`src/rtl/serial_adder_seq.sv`:
```
// Bit-serial adder sequencer: captures two operands and a carry-in, then adds them LSB-first,
// one bit per clock, producing a serial sum stream plus the final parallel sum and carry-out.
module serial_adder_seq #(
  parameter int WIDTH = 8
) (
  input  logic             clk,
  input  logic             rst,
  input  logic             start_i,
  input  logic [WIDTH-1:0] a_i,
  input  logic [WIDTH-1:0] b_i,
  input  logic             cin_i,
  output logic             ser_sum_o,
  output logic             ser_valid_o,
  output logic [WIDTH-1:0] sum_o,
  output logic             cout_o,
  output logic             busy_o,
  output logic             done_o
);

  localparam int CW = $clog2(WIDTH);
  localparam logic [CW-1:0] LAST_BIT = CW'(WIDTH - 1);

  typedef enum logic [1:0] {
    IDLE,
    SHIFT,
    DONE
  } state_t;

  state_t           state_q;
  logic [WIDTH-1:0] aSh_q;
  logic [WIDTH-1:0] bSh_q;
  logic             carry_q;
  logic [CW-1:0]    count_q;
  logic [WIDTH-1:0] sum_q;
  logic             cout_q;

  logic             sumBit;
  logic             carry_d;
  logic [WIDTH-1:0] sum_d;

  // One full-adder slice working on the current LSBs of the shift registers.
  assign sumBit  = aSh_q[0] ^ bSh_q[0] ^ carry_q;
  assign carry_d = (aSh_q[0] & bSh_q[0]) | (aSh_q[0] & carry_q) | (bSh_q[0] & carry_q);
  assign sum_d   = {sumBit, sum_q[WIDTH-1:1]};

  always_ff @(posedge clk or posedge rst) begin
    if (rst) begin
      state_q <= IDLE;
      aSh_q   <= '0;
      bSh_q   <= '0;
      carry_q <= 1'b0;
      count_q <= '0;
      sum_q   <= '0;
      cout_q  <= 1'b0;
    end else begin
      case (state_q)
        IDLE: begin
          if (start_i) begin
            aSh_q   <= a_i;
            bSh_q   <= b_i;
            carry_q <= cin_i;
            count_q <= '0;
            sum_q   <= '0;
            cout_q  <= 1'b0;
            state_q <= SHIFT;
          end
        end
        SHIFT: begin
          // Sum bits enter at the MSB so that after WIDTH shifts bit 0 sits at sum_q[0].
          carry_q <= carry_d;
          sum_q   <= sum_d;
          aSh_q   <= aSh_q >> 1;
          bSh_q   <= bSh_q >> 1;
          count_q <= count_q + 1'b1;
          if (count_q == LAST_BIT) begin
            cout_q  <= carry_d;
            state_q <= DONE;
          end
        end
        DONE: begin
          state_q <= IDLE;
        end
        default: begin
          state_q <= IDLE;
        end
      endcase
    end
  end

  assign ser_sum_o   = sumBit;
  assign ser_valid_o = (state_q == SHIFT);
  assign busy_o      = (state_q == SHIFT) || (state_q == DONE);
  assign done_o      = (state_q == DONE);
  assign sum_o       = sum_q;
  assign cout_o      = cout_q;

endmodule
```
`config.mk`:
```
export PLATFORM = sky130hd
export DESIGN_NAME = serial_adder_seq
export DESIGN_NICKNAME = d
export VERILOG_FILES = /design/src/rtl/serial_adder_seq.sv
export SDC_FILE = /design/constraint.sdc
export NUM_CORES = 1
export LEC_CHECK = 0
export CAP_MARGIN = 20
export CORE_MARGIN = 1.5
export CORE_UTILIZATION = 45
export DETAILED_ROUTE_END_ITERATION = 7
export GPL_TIMING_DRIVEN = 1
export HOLD_SLACK_MARGIN = 0.05
export PLACE_DENSITY = 0.75
export SLEW_MARGIN = 20
export SYNTH_ARGS = -nofsm -noshare
export SYNTH_HDL_FRONTEND = slang
export SYNTH_SLANG_ARGS = --single-unit
```
`constraint.sdc`:
```
create_clock -name clk -period 1.5 [get_ports clk]
set_input_delay 0.225 -clock clk [delete_from_list [all_inputs] [get_ports clk]]
set_output_delay 0.225 -clock clk [all_outputs]
set_load 0.02 [all_outputs]
```
-- Word-level counts from Yosys, hierarchy flattened
Cells that the tools add are included.
- output and inout bits: 13
- ROM bits: 0
- bits of input ports: 20
- memory bits (writable): 0
- logic and storage cells: 42
- bits in registers: 31
- memories kept: 0
- latch bits: 0
- magnitude comparators: 0
- multipliers: 0
- mux-type cells: 16
- shift operators: 0
- add/sub/neg operators: 1
- divide/modulo/power cells: 0
- reduce and logical (&&, ||, !) cells: 6
- bitwise gates (word level): 7
- equality and inequality tests: 5
- operators by type and width (operator ; number):
    $pmux W8 S2 ; 3
    $mux W8 ; 3
    $pmux W3 S2 ; 1
    $mux W2 ; 2
    $pmux W1 S2 ; 2
    $pmux W2 S2 ; 1
    $reduce_and A2 Y1 ; 2
    $add A3 B1 Y3 const B ; 1
    $and A1 B1 Y1 ; 3
    $eq A3 B3 Y1 const B ; 1
    $mux W1 ; 3
    $mux W3 ; 1
    $reduce_and A3 Y1 ; 1
    $eq A2 B1 Y1 const B ; 1
    $eq A2 B2 Y1 const B ; 1
    $logic_not A2 Y1 ; 1
    $ne A2 B1 Y1 const B ; 1
    $ne A2 B2 Y1 const B ; 1
    $or A1 B1 Y1 ; 2
    $reduce_bool A2 Y1 ; 1
    $xor A1 B1 Y1 ; 2
    $logic_or A1 B1 Y1 ; 1

-- Depth between registers and ports, before layout
Gate-level depths: netlist of run 1.
- depth after elaboration: 5
- mapped depth: 7
- gate-level depth less buffers: 5

-- Worst setup path before layout of run 1
No wires, ideal clock.
- path kind: register to register
- from: register state_q[0]
- to: register bSh_q[0]
- stages on the path, launching flop included: 8
- data required time: 1.371 ns
- arrival: 1.473 ns
- buffers on the path: 2
- slack: -0.102 ns
- library setup time: 0.129 ns
- period minus slack after synthesis: 1.602 ns
- cells stage by stage: dfrtp_1 -> inv_1 -> ha_1 -> buf_2 -> buf_2 -> mux2_2 -> o32ai_1 -> a21oi_1
- longest elaborated chain between the ends: 3
- elaborated cells between the ends (all ways): 6
- those cells by class: 2 x eq/ne; 1 x mux; 3 x reduce/logical
- RTL lines (item ; RTL line ; text):
    from (decl) ; 29 ; state_t state_q;
    from (signal assigned) ; 48 ; state_q <= IDLE;
    from (signal assigned) ; 65 ; state_q <= SHIFT;
    from (signal assigned) ; 77 ; state_q <= DONE;
    $eq A2 B1 Y1 or $logic_not A2 Y1 (tied branches) ; 56 ; case (state_q)
    $reduce_bool A2 Y1 (no source line) or $ne A2 B2 Y1 (tied branches) ; n/a ;
    $reduce_and A2 Y1 (no source line) ; n/a ;
    to (signal assigned) ; 60 ; bSh_q <= b_i;
    to (signal assigned) ; 73 ; bSh_q <= bSh_q >> 1;
    to (decl) ; 31 ; logic [WIDTH-1:0] bSh_q;
Parallel ways exist; a longest one is shown, timed or not.
A chain may end at the register's enable or synchronous reset.

-- Worst setup path after layout of run 1
- from: register carry_q
- to: output port ser_sum_o
- longest elaborated chain between the ends: 1
- RTL lines (item ; RTL line ; text):
    from (decl) ; 32 ; logic carry_q;
    from (signal assigned) ; 61 ; carry_q <= cin_i;
    from (signal assigned) ; 70 ; carry_q <= carry_d;
    $xor A1 B1 Y1 ; 42 ; assign sumBit = aSh_q[0] ^ bSh_q[0] ^ carry_q;
    to (decl) ; 12 ; output logic ser_sum_o,
No other way between the ends.

==> flow_metrics.py, run 1 <==
metrics = {
    "status": {
        "outcome": "complete, but fails checks",
        "violations": "setup timing",
    },
    "clock_tree": {
        "cts_root_buf": "clkbuf_4",
        "cts_hold_buf": 0,
        "clk_pin_slew_worst_paths_ns": 0.11,
        "cts_tree": "done",
        "clk_latency_ns": 0.34,
        "cts_inserted_buffers": 5,
        "cts_num_sinks": 31,
        "htreeDepth": 2,
        "clk_path_buf_depth": 2,
    },
    "logic_synthesis": {
        "ys.flop_type": "dfrtp_1",
        "syn-num-nets": 166,
        "synth.distinct_cells": 24,
        "ys_seq_area_share_pct": 49.88,
        "synth.top_cell.area_share_pct": 49.88,
        "synth_edf_count": 0,
        "synth-seq-cells": 31,
        "async_reset_ff_share_pct": 100.0,
        "yosysTopAreaCell": "dfrtp_1",
        "avgSynthCellArea_um2": 11.27,
        "syn_inst": 138,
        "ys_warn_count": 0,
        "netlist_area_um2": 1555,
        "synth_area_leaders": "dfrtp_1 (50%), a221o_1 (7.7%), a22o_1 (6.8%)",
    },
    "timing": {
        "slew_headroom_pct": 73.76,
        "fmax_mhz": 576.9,
        "finalSetupViolCount": 30,
        "skew_ns": 0.01139,
        "tightest_slew_ns": 0.3936,
        "finalCritPeriodShare_pct": 115.6,
        "grt_setup_unrepaired": "true",
        "finalCriticalPeriod_ns": 1.734,
        "report.final.slew_viol_count": 0,
        "hold_viol": 0,
        "fin_ws_ns": -0.2335,
    },
    "worst_setup_path": {
        "crit_chain": "fa_1 -> buf_6",
        "startpoint": "carry_q$_DFFE_PP0P_",
        "critPathSlowestCell": "fa_1",
        "critPathCaptureType": "output pin",
        "reg2reg_from": "state_q[0]$_DFFE_PP0P_",
        "crit_fanout": 2,
        "worstPathRequired_ns": 1.27,
        "critical-path-top-delay-family": "adder cells",
        "critPathKind": "register to output pin",
        "arrival_ns": 1.51,
        "cpPeakStageDelay_ns": 0.62,
        "worst-path-buf-inv": 1,
        "start_kind": "register",
    },
    "power": {
        "power_frac_seq_pct": 26.1,
        "vdd_drop_max_mv": 1.212,
        "p_total_mw": 5.526,
        "power.switching_mw": 2.113,
        "cellPowerDensity_nw_per_um2": 2322,
        "sw_frac_of_total_pct": 38.24,
        "internal-power_mw": 3.413,
        "pwr-share-clk_pct": 12.6,
        "power_leakage_nw": 1.108,
        "pwr-share-comb_pct": 61.2,
    },
    "global_routing": {
        "antenna_found_initial": 0,
        "grt_pass1_vias": 1234,
        "grt_pass1_wl_um": 5685,
        "grt_max_degree": 32,
        "grtUsageTotal_pct": 20.51,
        "overflow": 0,
    },
    "floorplanning": {
        "core_area_um2": 3337,
        "die_area_um2": 3818,
        "fp.dieW_um": 61.79,
        "ios": 33,
        "die_h_um": 61.79,
        "start_util_pct": 46.61,
        "rows": 21,
    },
    "final_layout": {
        "syn2layout_area_growth_pct": 53.02,
        "fill_cells": 237,
        "insertedDiodeCount": 0,
        "layout-drive-gt1-share_pct": 32.00,
        "fin_nets": 227,
        "utilization_pct": 71.32,
    },
    "run": {
        "drv_cap": 0,
    },
    "drt": {
        "viasPerCell": 5.638,
        "drt_first_pass_iters": 4,
        "wl_per_cell_um": 17.16,
        "totalWireLength_um": 4222,
        "antenna_left": 0,
        "drt_iter0_markers": 119,
        "dr_total_vias": 1387,
        "drc_errors": 0,
    },
    "placed_design": {
        "place_hpwl_um": 2483,
        "place_congestion": 0.7152,
        "io_buffers": 32,
    },
    "hold_path": {
        "hold_path.class": "primary input to asynchronous set/reset pin",
    },
}
cell usage in the layout (no fill, tap or decap), types with 2 or more instances in the layout:
cell type        instances
dfrtp_1                 30
buf_12                   2
clkbuf_4                 5
a22o_1                  12
nand3_1                 13
a21oi_2                  3
ha_1                     4
dlygate4sd2_1            9
nand2b_1                12
buf_4                   20
clkdlybuf4s50_1         19
a221o_1                 12
nor2b_4                  2
mux2_4                   3
buf_6                   12
o32ai_2                  2
a21oi_1                 12
inv_1                    6
ha_4                     3
repair_timing:
action                     4_1_cts  5_1_grt
setup endpoints to repair       39       33
gates cloned                     2        1
buffers inserted                 2        8
pin swaps                        2       17
resized for setup               37       29
worst paths after layout:
check                                              end  slack [ns]  depth (start not counted)
min in group clk                  sum_o[0]$_DFFE_PP0P_        0.51                          1
worst max-delay path                         ser_sum_o       -0.23                          2
worst min-delay path              bSh_q[4]$_DFFE_PP0P_        0.27                          3
max in group asynchronous       state_q[0]$_DFFE_PP0P_        0.91                          3
worst max register to register    aSh_q[0]$_DFFE_PP0P_       -0.15                          6
worst min register to register    sum_o[0]$_DFFE_PP0P_        0.51                          1
registers in the layout, summed over array words and instances (netlist names):
register  flops
aSh_q         8
bSh_q         8
sum_o         8
count_q       3
state_q       2
carry_q       1
cout_o        1
synthesized netlist by cell type, types with 2 or more instances:
library cell / count
mux2_2: 4
inv_1: 8
nand2b_1: 12
buf_6: 2
dfrtp_1: 31
o32ai_1: 3
buf_2: 6
nand3_1: 13
a22o_1: 12
ha_1: 7
a21oi_1: 16
a221o_1: 12
power groups by stage:
stage | clock, mW | combinational (mW) | sequential [mW]
2_1_floorplan | 0 | 1.62 | 1.46
3_3_place_gp | 0 | 2.48 | 1.41
3_5_place_dp | 0 | 2.60 | 1.44
4_1_cts | 0.705 | 2.72 | 1.42
5_1_grt | 0.753 | 3.61 | 1.48
6_report | 0.698 | 3.38 | 1.44
through the flow:
stage                     instances  setup TNS, ns  area [um2]  hold WS [ns]  worst slack (ns)
after global routing            246         -3.455        2380        0.3209           -0.2786
after detailed placement        225         -2.161        2056        0.4874           -0.3268
after CTS                       237        -0.8625        2180        0.2896           -0.2428
after floorplan                 138              0        1579        0.3285          0.008742
final                           246         -1.769        2380        0.2738           -0.2335
after global placement          225         -2.017        2056        0.4857           -0.2948
cell type report:
class                   count  area (um2)  share of cell area (%)
inverters                   8       32.53                   1.367
clock inverters             2       35.03                   1.472
multi-input cells          88       787.0                   33.07
clock buffers               6       51.30                   2.156
flip-flops and latches     31       777.0                   32.65
well taps                  46       57.56                   2.419
repair buffers             65       639.4                   26.87
logic make-up (layout without fill, tap and decap cells):
logic type | Yosys count | after routing | synth area share [%]
buffers and inverters | 19 | 81 | 6.275
AOI/OAI and AO/OA | 46 | 46 | 22.85
and+or+nand+nor | 30 | 30 | 11.18
DFF | 31 | 31 | 49.88
muxes | 4 | 4 | 2.896
adders and majority gates | 8 | 8 | 6.919
tightest hold or removal path, cell delays in order:
cell	delay, ns
clkdlybuf4s50_1	0.41
inv_1	0.06
buf_4	0.35
per-layer routing:
metal	vias up	GRT usage, %	share of wire (%)
li1	635	-	-
met1	695	24.61	41
met2	49	35.79	53
met3	8	5.797	4.4
met4	0	6.079	1.8
met5	-	0	0
Note: power is estimated with default switching activity, not from simulation.
==> run 2, diff against run 1 <==
==> constraint.sdc (replaced) <==
create_clock -name clk -period 1.5 [get_ports clk]
set_input_delay 0.225 -clock clk [delete_from_list [all_inputs] [get_ports clk]]
set_output_delay 0.225 -clock clk [all_outputs]
set_load 0.05 [all_outputs]
==> run 2 against run 1 <==
  * The run still ends with setup timing left
  * Non-clock buffer count unchanged
  * Clock power increased by 0.6%
  * Register-to-register slack about the same
  * Critical path depth is the same
  * Wire length is 6.0% higher
  * Design area increased by 5.4%
  * Sequential share of layout area fell by 1.7 points
==> flow_metrics.py, run 2 (synthesis gave the netlist of run 1 again) <==
metrics = {
    "status": {
        "outcome": "complete, but fails checks",
        "violations": "setup timing",
    },
    "global_routing": {
        "grt_pass1_vias": 1318,
        "grt_pass1_wl_um": 6430,
        "grtUsageTotal_pct": 23.84,
        "antenna_found_initial": 0,
        "overflow": 0,
        "grt_max_degree": 32,
    },
    "power": {
        "power_leakage_nw": 1.120,
        "cellPowerDensity_nw_per_um2": 2562,
        "vdd_drop_max_mv": 2.135,
        "p_total_mw": 6.427,
    },
    "placed_design": {
        "dpl_cell_area_um2": 2076,
        "place_hpwl_um": 2359,
        "place_congestion": 0.8205,
        "io_buffers": 32,
    },
    "timing": {
        "hold_viol": 0,
        "report.final.slew_viol_count": 0,
        "finalCriticalPeriod_ns": 1.792,
        "tightest_slew_ns": 0.3915,
        "fmax_mhz": 557.9,
        "finalSetupViolCount": 32,
        "fin_ws_ns": -0.2925,
        "grt_setup_unrepaired": "true",
        "slew_headroom_pct": 73.90,
        "finalCritPeriodShare_pct": 119.5,
        "skew_ns": 0.01647,
    },
    "worst_setup_path": {
        "critPathKind": "register to output pin",
        "critPathCaptureType": "output pin",
        "worstPathRequired_ns": 1.27,
        "reg2reg_slack_ns": -0.15,
        "crit_chain": "fa_2 -> buf_12",
        "start_kind": "register",
        "cpPeakStageDelay_ns": 0.64,
        "critPathSlowestCell": "fa_2",
        "crit_fanout": 2,
        "r2r_cells": 8,
        "arrival_ns": 1.57,
    },
    "floorplanning": {
        "start_util_pct": 46.61,
        "core_area_um2": 3337,
        "die_h_um": 61.79,
        "fp.dieW_um": 61.79,
        "rows": 21,
        "die_area_um2": 3818,
        "ios": 33,
    },
    "drt": {
        "drt_first_pass_iters": 4,
        "viasPerCell": 5.541,
        "wl_per_cell_um": 18.20,
        "antenna_left": 0,
        "dr_total_vias": 1363,
        "drt_iter0_markers": 110,
        "drc_errors": 0,
        "totalWireLength_um": 4476,
    },
    "final_layout": {
        "fin_nets": 227,
        "final_cell_area_um2": 2509,
        "syn2layout_area_growth_pct": 61.30,
        "layout-drive-gt1-share_pct": 37.00,
        "final_common_cell": "dfrtp_1",
        "utilization_pct": 75.18,
        "fill_cells": 207,
        "insertedDiodeCount": 0,
        "mostFrequentLayoutCells": "dfrtp_1 (31), buf_4 (22), clkdlybuf4s50_1 (19)",
    },
    "clock_tree": {
        "htreeDepth": 2,
        "clk_path_buf_depth": 2,
        "cts_inserted_buffers": 5,
        "cts_root_buf": "clkbuf_4",
        "cts_num_sinks": 31,
        "cts_hold_buf": 0,
        "cts_tree": "done",
        "clk_pin_slew_worst_paths_ns": 0.11,
        "clk_latency_ns": 0.35,
    },
    "run": {
        "drv_cap": 0,
    },
    "hold_path": {
        "hold_path.class": "primary input to asynchronous set/reset pin",
    },
}
## run 2: changes by cell type in the layout (fill, tap and decap cells not counted), moves of 2 or more
cell	before	now
dlygate4sd2_1	9	0
buf_12	2	10
a21oi_1	12	14
a21oi_2	3	1
buf_4	20	22
o32ai_4	0	2
## run 2: critical path: cells and delay by family (launching register included)
family                     cells  cell delay (ns)
DFF                            1             0.43
buffers and inverters          1             0.15
adders and majority gates      1             0.64
## run 2: path summary, 6_finish.rpt
path | startpoint | to
worst max-delay path | carry_q$_DFFE_PP0P_ | ser_sum_o
worst min-delay path | rst | carry_q$_DFFE_PP0P_
worst max register to register | state_q[0]$_DFFE_PP0P_ | bSh_q[1]$_DFFE_PP0P_
worst min register to register | bSh_q[7]$_DFFE_PP0P_ | bSh_q[6]$_DFFE_PP0P_
max in group asynchronous | rst | sum_o[0]$_DFFE_PP0P_
min in group clk | a_i[7] | aSh_q[7]$_DFFE_PP0P_
## run 2: routing by layer
| layer | track usage [%] | wire, um | vias up |
|---|---|---|---|
| met3 | 5.797 | 153 | 7 |
| li1 | - | - | 640 |
| met5 | 0 | 0 | - |
| met4 | 13.68 | 76 | 0 |
| met1 | 29.52 | 1946 | 681 |
| met2 | 38.05 | 2301 | 35 |
## run 2: power breakdown
part	leakage, nW	internal (mW)	switching [mW]
logic	0.669	2.24	2.01
clock network	0.0482	0.394	0.309
registers	0.402	1.17	0.299
total	1.12	3.81	2.62
## run 2: cell type report
type	count	area, um2	area share (%)
Tap cell	46	57.56	2.294
Timing Repair Buffer	65	730.7	29.13
Clock buffer	6	51.30	2.045
Sequential cell	31	775.7	30.92
Inverter	8	32.53	1.297
Multi-Input combinational cell	88	825.8	32.92
Clock inverter	2	35.03	1.397
## run 2: what timing repair did
item,in CTS,in global routing
setup buffers,14,6
gates resized for setup,26,14
endpoints found under the setup margin,30,35
pin swaps,6,13
cloned,2,0
## run 2: stage by stage
step | worst slack [ns] | std cells | hold WS [ns] | setup TNS [ns]
after floorplan | -0.02259 | 138 | 0.3285 | -0.1355
final | -0.2925 | 246 | 0.2487 | -2.548
after detailed placement | -0.09118 | 217 | 0.4951 | -1.125
after global placement | -0.06401 | 217 | 0.4905 | -0.5617
after global routing | -0.3196 | 246 | 0.2775 | -4.225
after CTS | -0.2647 | 241 | 0.2739 | -1.661
